File: src/rtl/param_frame_rx.sv
// param_frame_rx: synchronizes an asynchronous byte-strobe pin interface, assembles an
// 8-byte frame into two signed 32-bit coefficients and issues a one-cycle start pulse.
`default_nettype none

module param_frame_rx #(
  parameter int SYNC_STAGES = 2
) (
  input  logic        clk,
  input  logic        rst_n,
  input  logic        ena,
  input  logic [7:0]  data_in,
  input  logic        stb_in,
  input  logic        sof_in,
  input  logic        core_busy,
  output logic [31:0] a0,
  output logic [31:0] a1,
  output logic        start_calc,
  output logic        loader_busy,
  output logic        overrun
);

  typedef enum logic [1:0] {
    IDLE    = 2'd0,
    COLLECT = 2'd1,
    PENDING = 2'd2
  } state_t;

  // Each stage carries {sof, stb, data}; stage 0 is nearest the pins.
  logic [SYNC_STAGES-1:0][9:0] sync_q, sync_d;
  logic                        stb_prev_q, stb_prev_d;
  state_t                      state_q, state_d;
  logic [2:0]                  cnt_q, cnt_d;
  logic [63:0]                 asm_q, asm_d;
  logic [31:0]                 a0_q, a0_d;
  logic [31:0]                 a1_q, a1_d;
  logic                        start_q, start_d;
  logic                        ovr_q, ovr_d;

  logic [7:0] byte_s;
  logic       stb_s;
  logic       sof_s;
  logic       stb_edge;

  assign byte_s   = sync_q[SYNC_STAGES-1][7:0];
  assign stb_s    = sync_q[SYNC_STAGES-1][8];
  assign sof_s    = sync_q[SYNC_STAGES-1][9];
  assign stb_edge = stb_s & ~stb_prev_q;

  // The edge register runs regardless of ena so re-enabling cannot see a stale edge.
  always_comb begin
    sync_d     = {sync_q[SYNC_STAGES-2:0], {sof_in, stb_in, data_in}};
    stb_prev_d = stb_s;
  end

  always_comb begin
    state_d = state_q;
    cnt_d   = cnt_q;
    asm_d   = asm_q;
    a0_d    = a0_q;
    a1_d    = a1_q;
    start_d = 1'b0;
    ovr_d   = ovr_q;
    if (ena) begin
      case (state_q)
        IDLE: begin
          if (stb_edge) begin
            asm_d[7:0] = byte_s;
            cnt_d      = 3'd1;
            state_d    = COLLECT;
            if (sof_s) ovr_d = 1'b0;
          end
        end
        COLLECT: begin
          if (stb_edge) begin
            if (sof_s) begin
              // Resync: abandon the partial frame and restart at slot 0.
              asm_d[7:0] = byte_s;
              cnt_d      = 3'd1;
              ovr_d      = 1'b0;
            end else begin
              asm_d[{cnt_q, 3'b000} +: 8] = byte_s;
              cnt_d = 3'(cnt_q + 3'd1);
              if (cnt_q == 3'd7) state_d = PENDING;
            end
          end
        end
        PENDING: begin
          if (stb_edge) ovr_d = 1'b1;
          if (!core_busy) begin
            a0_d    = asm_q[31:0];
            a1_d    = asm_q[63:32];
            start_d = 1'b1;
            cnt_d   = 3'd0;
            state_d = IDLE;
          end
        end
        default: begin
          state_d = IDLE;
          cnt_d   = 3'd0;
        end
      endcase
    end
  end

  always_ff @(posedge clk or negedge rst_n) begin
    if (!rst_n) begin
      sync_q     <= '0;
      stb_prev_q <= 1'b0;
      state_q    <= IDLE;
      cnt_q      <= 3'd0;
      asm_q      <= 64'd0;
      a0_q       <= 32'd0;
      a1_q       <= 32'd0;
      start_q    <= 1'b0;
      ovr_q      <= 1'b0;
    end else begin
      sync_q     <= sync_d;
      stb_prev_q <= stb_prev_d;
      state_q    <= state_d;
      cnt_q      <= cnt_d;
      asm_q      <= asm_d;
      a0_q       <= a0_d;
      a1_q       <= a1_d;
      start_q    <= start_d;
      ovr_q      <= ovr_d;
    end
  end

  assign a0          = a0_q;
  assign a1          = a1_q;
  assign start_calc  = start_q;
  assign loader_busy = (state_q != IDLE);
  assign overrun     = ovr_q;

endmodule

`default_nettype wire

File: config.mk
export PLATFORM = sky130hd
export DESIGN_NAME = param_frame_rx
export DESIGN_NICKNAME = d
export VERILOG_FILES = /design/src/rtl/param_frame_rx.sv
export SDC_FILE = /design/constraint.sdc
export NUM_CORES = 1
export LEC_CHECK = 0
export BUFFER_PORTS_ARGS = -buffer_cell sky130_fd_sc_hd__buf_2
export CAP_MARGIN = 20
export CORE_MARGIN = 8
export CORE_UTILIZATION = 54
export CTS_BUF_LIST = sky130_fd_sc_hd__clkbuf_2 sky130_fd_sc_hd__clkbuf_4 sky130_fd_sc_hd__clkbuf_8
export DETAILED_ROUTE_END_ITERATION = 7
export GPL_TIMING_DRIVEN = 0
export PLACE_DENSITY = 0.8
export RECOVER_POWER = 50
export SYNTH_ARGS = -nofsm -noshare
export SYNTH_HDL_FRONTEND = slang
export SYNTH_SLANG_ARGS = --single-unit
File: constraint.sdc
create_clock -name clk -period 2.4 [get_ports clk]
set_clock_uncertainty 0.15 [all_clocks]
set_input_delay 0.12 -clock clk [delete_from_list [all_inputs] [get_ports clk]]
set_output_delay 0.12 -clock clk [all_outputs]
set_load 0.01 [all_outputs]
### Word level (Yosys, flattened, before mapping)

Cells that the tools add are included.

* reductions and logical operators: 11
* bitwise gates (word level): 4
* muxes and demuxes: 23
* equal/unequal tests: 11
* shift-type cells: 2
* add/sub/neg operators: 2

Operators with widths (count)
* 64-bit bitwise mux: 1
* 8-bit by 8-bit variable shift with 64-bit output (first input constant): 1
* 8-bit by 8-bit variable part select with 64-bit output: 1
* 8-bit two-way mux: 3
* 8-bit one-hot mux with 2 select lines: 1
* 3-bit two-way mux: 4
* 2-bit inequality test (second input constant): 6
* 4-bit AND reduction: 3
* 2-bit two-way mux: 5
* 3-bit one-hot mux with 3 select lines: 1
* 6-bit negation with 8-bit output: 1
* 1-bit two-way mux: 6
* 2-bit one-hot mux with 3 select lines: 1
* 6-bit AND reduction: 1
* 2-bit nonzero test: 3
* 5-bit AND reduction: 1
* 2-bit by 1-bit inequality test with 1-bit output (second input constant): 2
* 3-bit by 1-bit adder with 3-bit output (second input constant): 1
* 3-bit == test (second input constant): 1
* 1-bit inverter: 3
* 3-bit AND reduction: 1
* 2-bit by 1-bit == test with 1-bit output (second input constant): 1
* 2-bit == test (second input constant): 1
* 2-bit zero test: 1
* 3 further kinds: 3

* output and inout bits: 67
* input bits: 14
* word-level logic and storage cells: 64
* register bits after elaboration: 156

### Logic depth before layout (Yosys ltp)

Gate-level depths: netlist (run 1).

* depth in word-level cells: 6
* mapped depth: 8
* depth with buffers taken out: 7

### Worst setup path after synthesis (run 1)

Ideal clock, no wire load.

* path type: reg2reg
* from: register cnt_q[0]
* to: register asm_q[10]
* data arrival time: 2150 ps
* path slack: -26 ps
* setup time: 125 ps
* clock period less this slack: 2426 ps
* path buffers: 1
* required time: 2125 ps
* stages on the path, launching flop included: 9
* cell sequence: dfrtp_1 > inv_1 > ha_1 > ha_1 > inv_1 > nor4_4 > and2_4 > buf_12 > mux2_4

* word-level cells in the longest chain between the ends: 3
* elaborated cells between the ends (all ways): 4
* those cells by class: add/sub: 1; shift: 2; mux: 1

RTL lines
* start, declared: RTL line 32 `logic [2:0] cnt_q, cnt_d;`
* start signal, assigned: RTL line 120 `cnt_q <= cnt_d;`
* 6-bit negation with 8-bit output *: RTL line 81 `asm_d[{cnt_q, 3'b000} +: 8] = byte_s;`
* 8-bit by 8-bit variable part select with 64-bit output / 8-bit by 8-bit variable shift with 64-bit output (equally long branches): RTL line 81
* 64-bit bitwise mux *: RTL line 81
* end signal, assigned: RTL line 121 `asm_q <= asm_d;`
* end, declared: RTL line 33 `logic [63:0] asm_q, asm_d;`

Every way passes the cells marked *; elsewhere a longest branch is shown, timed or not.
A chain may end at the register's enable or synchronous reset.

### Final worst setup path (run 1)

* from: register cnt_q[0]
* to: register asm_q[13]

The elaborated chain is that of the path after synthesis.

==> metrics.txt, run 1 <==
GR Util met2=27.2%; Critical Path Start=cnt_q[0]$_DFFE_PN0P_; Setup crit end kind=register; Hold Path Sink=a0[31]$_DFFE_PN0P_; Longest Clk Path Bufs=2; GR peak layer=met2; per-cell routed wire length=17.5 um; final net count=546; Synth warnings=0; Hold Worst Slack=158 ps; Worst Setup Start Kind=register; Buf/Inv on CP=3; cells after synthesis=408; CORE AREA=10900 sq um; largest fanout on the critical path=8; hold_sp=core_busy; CP required=2570 ps; final instance area=7180 sq um; vias per cell=5.11; Total Wirelength=11.9 mm; Syn Area/Cell=14.9 sq um; Tmin final=2320 ps; Slew Viols, Final=0; Max Cap Viol=0; share of cells above drive strength 1=32.3%; pwr/cell area=874 nW/um^2; cells along the critical path=inv_1 -> ha_1 -> ha_1 -> inv_1 -> nor4_4 -> and2_4 -> buf_12 -> mux2_4; dpl ws=-157 ps; post-synth net total=428; startpoint of the worst register-to-register path=cnt_q[0]$_DFFE_PN0P_; Seq/Total Area, Yosys=64.4%; placed cell area=6670 sq um; clk sink count=156; met1 usage=22.0%; Setup WS post-layout=84.1 ps; final hold viol count=0; reg-to-reg critical path endpoint=asm_q[13]$_DFFE_PN0P_; Worst-Skew Late Latency=440 ps; WHS Path Cells=4; non-filler instance count after layout=678; number of DRC markers in iteration 0=180; Die Wd=122 um; Clk pin slew, worst setup/hold paths=80 ps; Worst-Margin Slew=1330 ps; Vert. Die Dim=122 um; Rel. slew slack=11.3%; post-synthesis cell type count=28; Vias=3467; FP Rows=38; Overflow after GRT=0; period utilization=96.5%; status=complete, no violations; post-synthesis register bit count=156; worst reg2reg path depth=8; total CTS buffers=17; First-pass DRT Iterations=4; slowest stage cell, crit path=dfrtp_2; CP arrival=2480 ps; synth-to-layout area growth=18.5%; final core utilization=66.0%; fill cell count=821; CTS tree=done; # DRC=0; Initial Utilization=55.7%; Placed Cells=629; Hold Path Class=in -> reg; VDD IR-drop max=0.000412 V; Fmax=432 MHz; Placer Congestion=0.821; Top delay family on crit path=simple AND/OR/NAND/NOR gates; IO Port Bufs=80; main flop type after synthesis=dfrtp_1; Total Die Area=14900 sq um; initial antenna violation count=0; number of I/O pins=81; Setup TNS Final=0 ps; first-pass GRT wire length=19.7 mm; synthesized area=6060 sq um; Post-DRT Antenna Nets=0; RSZ-0062 raised after global routing=no; ant diodes=0; M3 GR Usage=5.65%; Final Power=6.27 mW; number of flops mapped to enable cells by yosys=0; WS Path Type=reg -> reg; Leak=3.77 nW; CP max stage delay=360 ps; # H-tree levels=4; Root Driver=clkbuf_8; register-to-register setup slack=80 ps; detailed placement HPWL=8.38 mm; Tot GR Track Use=17.2%; # setup viols final=0; FFs w/ async S/R, synth=100%; largest net degree at the start of global routing=105; vias in the first global route=3805
==> worst reg2reg max path, cell delays in order, from the launching register on <==
cell and delay [ps]:
dfrtp_2 360, inv_1 90, ha_1 210, ha_1 310, inv_1 90, nor4_4 350
and2_4 210, buf_12 130, mux2_4 300
==> flip-flops by register name (all words and copies together) (netlist names) <==
signal and flops:
start_calc 1, cnt_q 3, stb_prev_d 1, stb_prev_q 1
a0 32, overrun 1, sync_d 10, state_q 2
a1 32, sof_s 1, byte_s 8, asm_q 64
==> area by class of cell <==
class	count	area, sq um	area share (%)
sequential	156	3910	54.4
multi-input combinational	205	1960	27.3
timing repair buffer	99	510	7.11
clock buffer	20	256	3.57
tap	140	175	2.44
clock inverter	11	170	2.37
inverter	38	143	1.99
buffer	9	60.1	0.836
==> power by group <==
part	total, mW	internal, mW	switching (mW)
combinational	0.990	0.448	0.542
sequential	3.21	2.99	0.224
clock	2.08	1.16	0.916
total	6.27	4.59	1.68
==> synth_stat cells (2+ instances only) <==
cell / count / area share, %
nor2_1: 2 / 0.12
nor3_1: 6 / 0.50
nand2_2: 5 / 0.52
buf_2: 8 / 0.66
o21ai_0: 5 / 0.41
ha_1: 6 / 1.2
a21oi_1: 2 / 0.17
mux2_4: 8 / 2.0
and2_1: 8 / 0.83
nor4_4: 2 / 0.70
dfrtp_1: 156 / 64
nand2_1: 26 / 1.6
mux2_2: 89 / 17
mux2i_1: 32 / 5.3
inv_1: 38 / 2.4
nand3b_1: 2 / 0.25
nor2b_1: 2 / 0.21
==> worst max-delay path by stage <==
stage	to	slack [ps]	cells after the start
3_5_place_dp	asm_q[9]$_DFFE_PN0P_	-160	8
4_1_cts	asm_q[13]$_DFFE_PN0P_	5	8
5_1_grt	asm_q[43]$_DFFE_PN0P_	10	8
6_report	asm_q[13]$_DFFE_PN0P_	80	8
2_1_floorplan	asm_q[10]$_DFFE_PN0P_	50	8
3_3_place_gp	cnt_q[0]$_DFFE_PN0P_	-1260	1
==> what timing repair did <==
item	4_1_cts	5_1_grt
resized for setup	0	2
setup buffers	4	2
setup endpoints to repair	33	54
endpoints found under the hold margin	150	0
pin swaps	2	0
hold buffers	12	0
==> metal layers <==
| layer | share of wire (%) | vias up | wire length (um) |
|---|---|---|---|
| met5 | 0 | - | 0 |
| met4 | 1.4 | 0 | 170 |
| met3 | 5.8 | 17 | 693 |
| met2 | 48 | 93 | 5640 |
| met1 | 45 | 1741 | 5360 |
| li1 | - | 1616 | - |
==> cell families after synthesis <==
family / count (synthesis) / synth area share [%]
adder cells (fa/ha/maj): 6 / 1.24
multiplexers: 129 / 23.8
AND/OR/NAND/NOR: 60 / 6.11
buffers and inverters: 47 / 3.34
AO/OA/AOI/OAI: 10 / 1.09
flip-flops: 156 / 64.4
==> layout by cell type (no fill, tap or decap), drive strengths merged, types with 6 or more instances in the layout <==
cell and n:
and2 9, buf 29, clkbuf 87, dfrtp 156, dlygate4sd3 12, ha 6
inv 38, mux2 97, mux2i 32, nand2 31, nor3 7
Power figures use the tool's default switching activity.
==> run 2, diff against run 1 <==
--- a/config.mk
+++ b/config.mk
@@ -5,6 +5,7 @@
 export SDC_FILE = /design/constraint.sdc
 export NUM_CORES = 1
 export LEC_CHECK = 0
+export ABC_AREA = 1
 export BUFFER_PORTS_ARGS = -buffer_cell sky130_fd_sc_hd__buf_2
 export CAP_MARGIN = 20
 export CORE_MARGIN = 8
==> run 2 against run 1 <==
Clock-buffer cell count is the same; synthesized cell count up 79%; critical endpoint is now asm_q[19]$_DFFE_PN0P_; die area rose by 4.7%; largest power group unchanged; routed wire length increased by 28%.
==> metrics.txt, run 2 <==
Worst-Skew Late Latency=450 ps (about the same); CORE AREA=11500 sq um (+5.3%); cells after synthesis=729 (+79%); Vert. Die Dim=125 um (+2.3%); VDD IR-drop max=0.000555 V (+35%); vias per cell=5.13 (+0.22%); synth-to-layout area growth=17.9%; clk sink count=156 (unchanged); count leader, synth=nand2_1; largest net degree at the start of global routing=109 (+3.8%); Placer Congestion=0.860 (+4.8%); Final Power=6.91 mW (+10%); final net count=864 (+58%); max reg flops=64 (unchanged); Synth warnings=0 (unchanged); CP max stage delay=450 ps (+90 ps); non-filler instance count after layout=1000 (+47%); Tot GR Track Use=20.4% (+3.2 points); pwr/cell area=917 nW/um^2 (+4.9%); WS Path Type=reg -> reg; vias in the first global route=5174 (+36%); share of cells above drive strength 1=12.6% (-20 points); per-cell routed wire length=15.2 um (-13%); RSZ-0062 raised after global routing=no; Worst Setup Start Kind=register; First-pass DRT Iterations=5 (+1); status=complete, no violations; post-synthesis register bit count=156 (unchanged); Initial Utilization=55.7% (about the same); Syn Area/Cell=8.76 sq um (-41%); cells along the critical path=inv_2 -> ha_1 -> ha_1 -> clkinvlp_4 -> clkbuf_2 -> nor3_1 -> nand2_1 -> nand2_1; initial antenna violation count=0 (unchanged); main flop type after synthesis=dfrtp_1; Total Wirelength=15.2 mm (+28%); total CTS buffers=17 (unchanged); IO Port Bufs=80 (unchanged); Setup TNS Final=0 ps (unchanged); largest fanout on the critical path=10 (+2); CP required=2640 ps (+70 ps); Hold Worst Slack=155 ps (-2.50 ps); Die Wd=125 um (+2.3%); # setup viols final=0 (unchanged); Vias=5125 (+48%); # DRC=0 (unchanged); final core utilization=65.7% (-0.27 points); final hold viol count=0 (unchanged); post-synthesis cell type count=24 (-14%); detailed placement HPWL=10.7 mm (+28%); Tmin final=2230 ps (-82.6 ps); CTS tree=done; number of DRC markers in iteration 0=337 (+87%); commonest non-fill, non-tap cell in the layout=nand2_1; Fmax=448 MHz (+3.7%); post-synth net total=749 (+75%); Leak=4.06 nW (+7.7%); CP arrival=2470 ps (about the same); period utilization=93.1% (-3.4 points); Longest Clk Path Bufs=2 (unchanged); Clk pin slew, worst setup/hold paths=80 ps (about the same); FP Rows=39 (+2.6%); Setup crit end kind=register; slowest stage cell, crit path=dfrtp_2; Reg with most FFs=asm_q; Worst-Margin Slew=1190 ps (-142 ps); top post-synthesis cells by area=dfrtp_1 (61%), nand2_1 (23%), nand3_1 (3.2%); Overflow after GRT=0 (unchanged); number of I/O pins=81 (unchanged); Hold Path Class=in -> reg; Total Die Area=15600 sq um (+4.7%); number of flops mapped to enable cells by yosys=0 (unchanged); largest area contributor in the netlist=dfrtp_1; synthesized area=6390 sq um (+5.4%); Max Cap Viol=0 (unchanged); first-pass GRT wire length=25.7 mm (+30%); fill cell count=964 (+17%); commonest non-fill, non-tap cells in the layout=nand2_1 (393), dfrtp_1 (155), clkbuf_1 (68); Slew Viols, Final=0 (unchanged); Post-DRT Antenna Nets=0 (unchanged); register-to-register setup slack=170 ps (+80 ps); FFs w/ async S/R, synth=100% (unchanged); Synth top area share=61.1% (-3.3 points); # H-tree levels=4 (unchanged); Rel. slew slack=20.8% (+9.5 points); Root Driver=clkbuf_8; ant diodes=0 (unchanged); commonest cells in the netlist=nand2_1 (393), dfrtp_1 (156), nand3_1 (41), nor2_1 (36), nor3_1 (16); Placed Cells=953 (+52%); Seq/Total Area, Yosys=61.1% (-3.3 points)
run 2: cell count changes after synthesis, sizes merged, moves of 3 or more:
cell    delta
nand2    +369
mux2      -97
nor2      +44
nand3     +41
mux2i     -32
inv       -17
buf       +12
nor3      +10
and2       -9
o21ai      +9
clkbuf     +4
nor4       -3
run 2: critical path, delay by kind of cell, from the launching register on:
family,cells,cell delay [ps]
adders and majority gates,2,590
buffers and inverters,3,530
DFF,1,450
and+or+nand+nor,3,460
run 2: final cells by class:
class                           instances  area, sq um  share of cell area, %
Buffer                                 25          153                   2.03
Clock buffer                           20          269                   3.57
Timing Repair Buffer                   96          493                   6.54
Inverter                               22         86.3                   1.15
Multi-Input combinational cell        526         2260                   30.0
Tap cell                              143          179                   2.38
Sequential cell                       156         3910                   51.8
Clock inverter                         12          188                   2.49
run 2: final timing paths:
kind	cells past startpoint	endpoint	start
setup / recovery	8	asm_q[19]$_DFFE_PN0P_	cnt_q[0]$_DFFE_PN0P_
hold / removal	2	sync_d[19]$_DFF_PN0_	sof_in
setup reg to reg	8	asm_q[19]$_DFFE_PN0P_	cnt_q[0]$_DFFE_PN0P_
hold reg to reg	0	byte_s[0]$_DFF_PN0_	sync_d[10]$_DFF_PN0_
max in group asynchronous	3	cnt_q[0]$_DFFE_PN0P_	rst_n
min in group asynchronous	2	a0[10]$_DFFE_PN0P_	rst_n
run 2: logic make-up after synthesis:
logic type               synth area share [%]
AO/OA/AOI/OAI                            1.74
adder cells (fa/ha/maj)                  1.18
buffers and inverters                    3.64
flip-flops                               61.1
AND/OR/NAND/NOR                          32.3
run 2: repair_timing:
item	4_1_cts	5_1_grt
buffers inserted	0	1
gates resized for setup	0	8
hold buffers	14	0
endpoints found under the hold margin	174	0
endpoints found under the setup margin	0	58
run 2: stage by stage:
step	area (sq um)	setup WS (ps)
floorplan	6390	374
global placement	6970	-995
detailed placement	7000	70.3
CTS	7600	41.6
global route	7530	5.94
finish	7530	167
run 2: power breakdown:
part           leakage [nW]  total [mW]  internal [mW]  switching [mW]
sequential             2.10        3.04           2.86           0.186
combinational          1.73        1.67          0.477            1.19
clock                 0.228        2.20           1.21           0.986
run 2: routing by layer:
layer | vias to the layer above | part of all wire, % | track usage (%)
met5 | - | 0 | 0
met4 | 0 | 2.2 | 8.22
met3 | 30 | 6.6 | 5.91
met2 | 160 | 48 | 32.9
met1 | 2442 | 43 | 25.3
li1 | 2493 | - | -
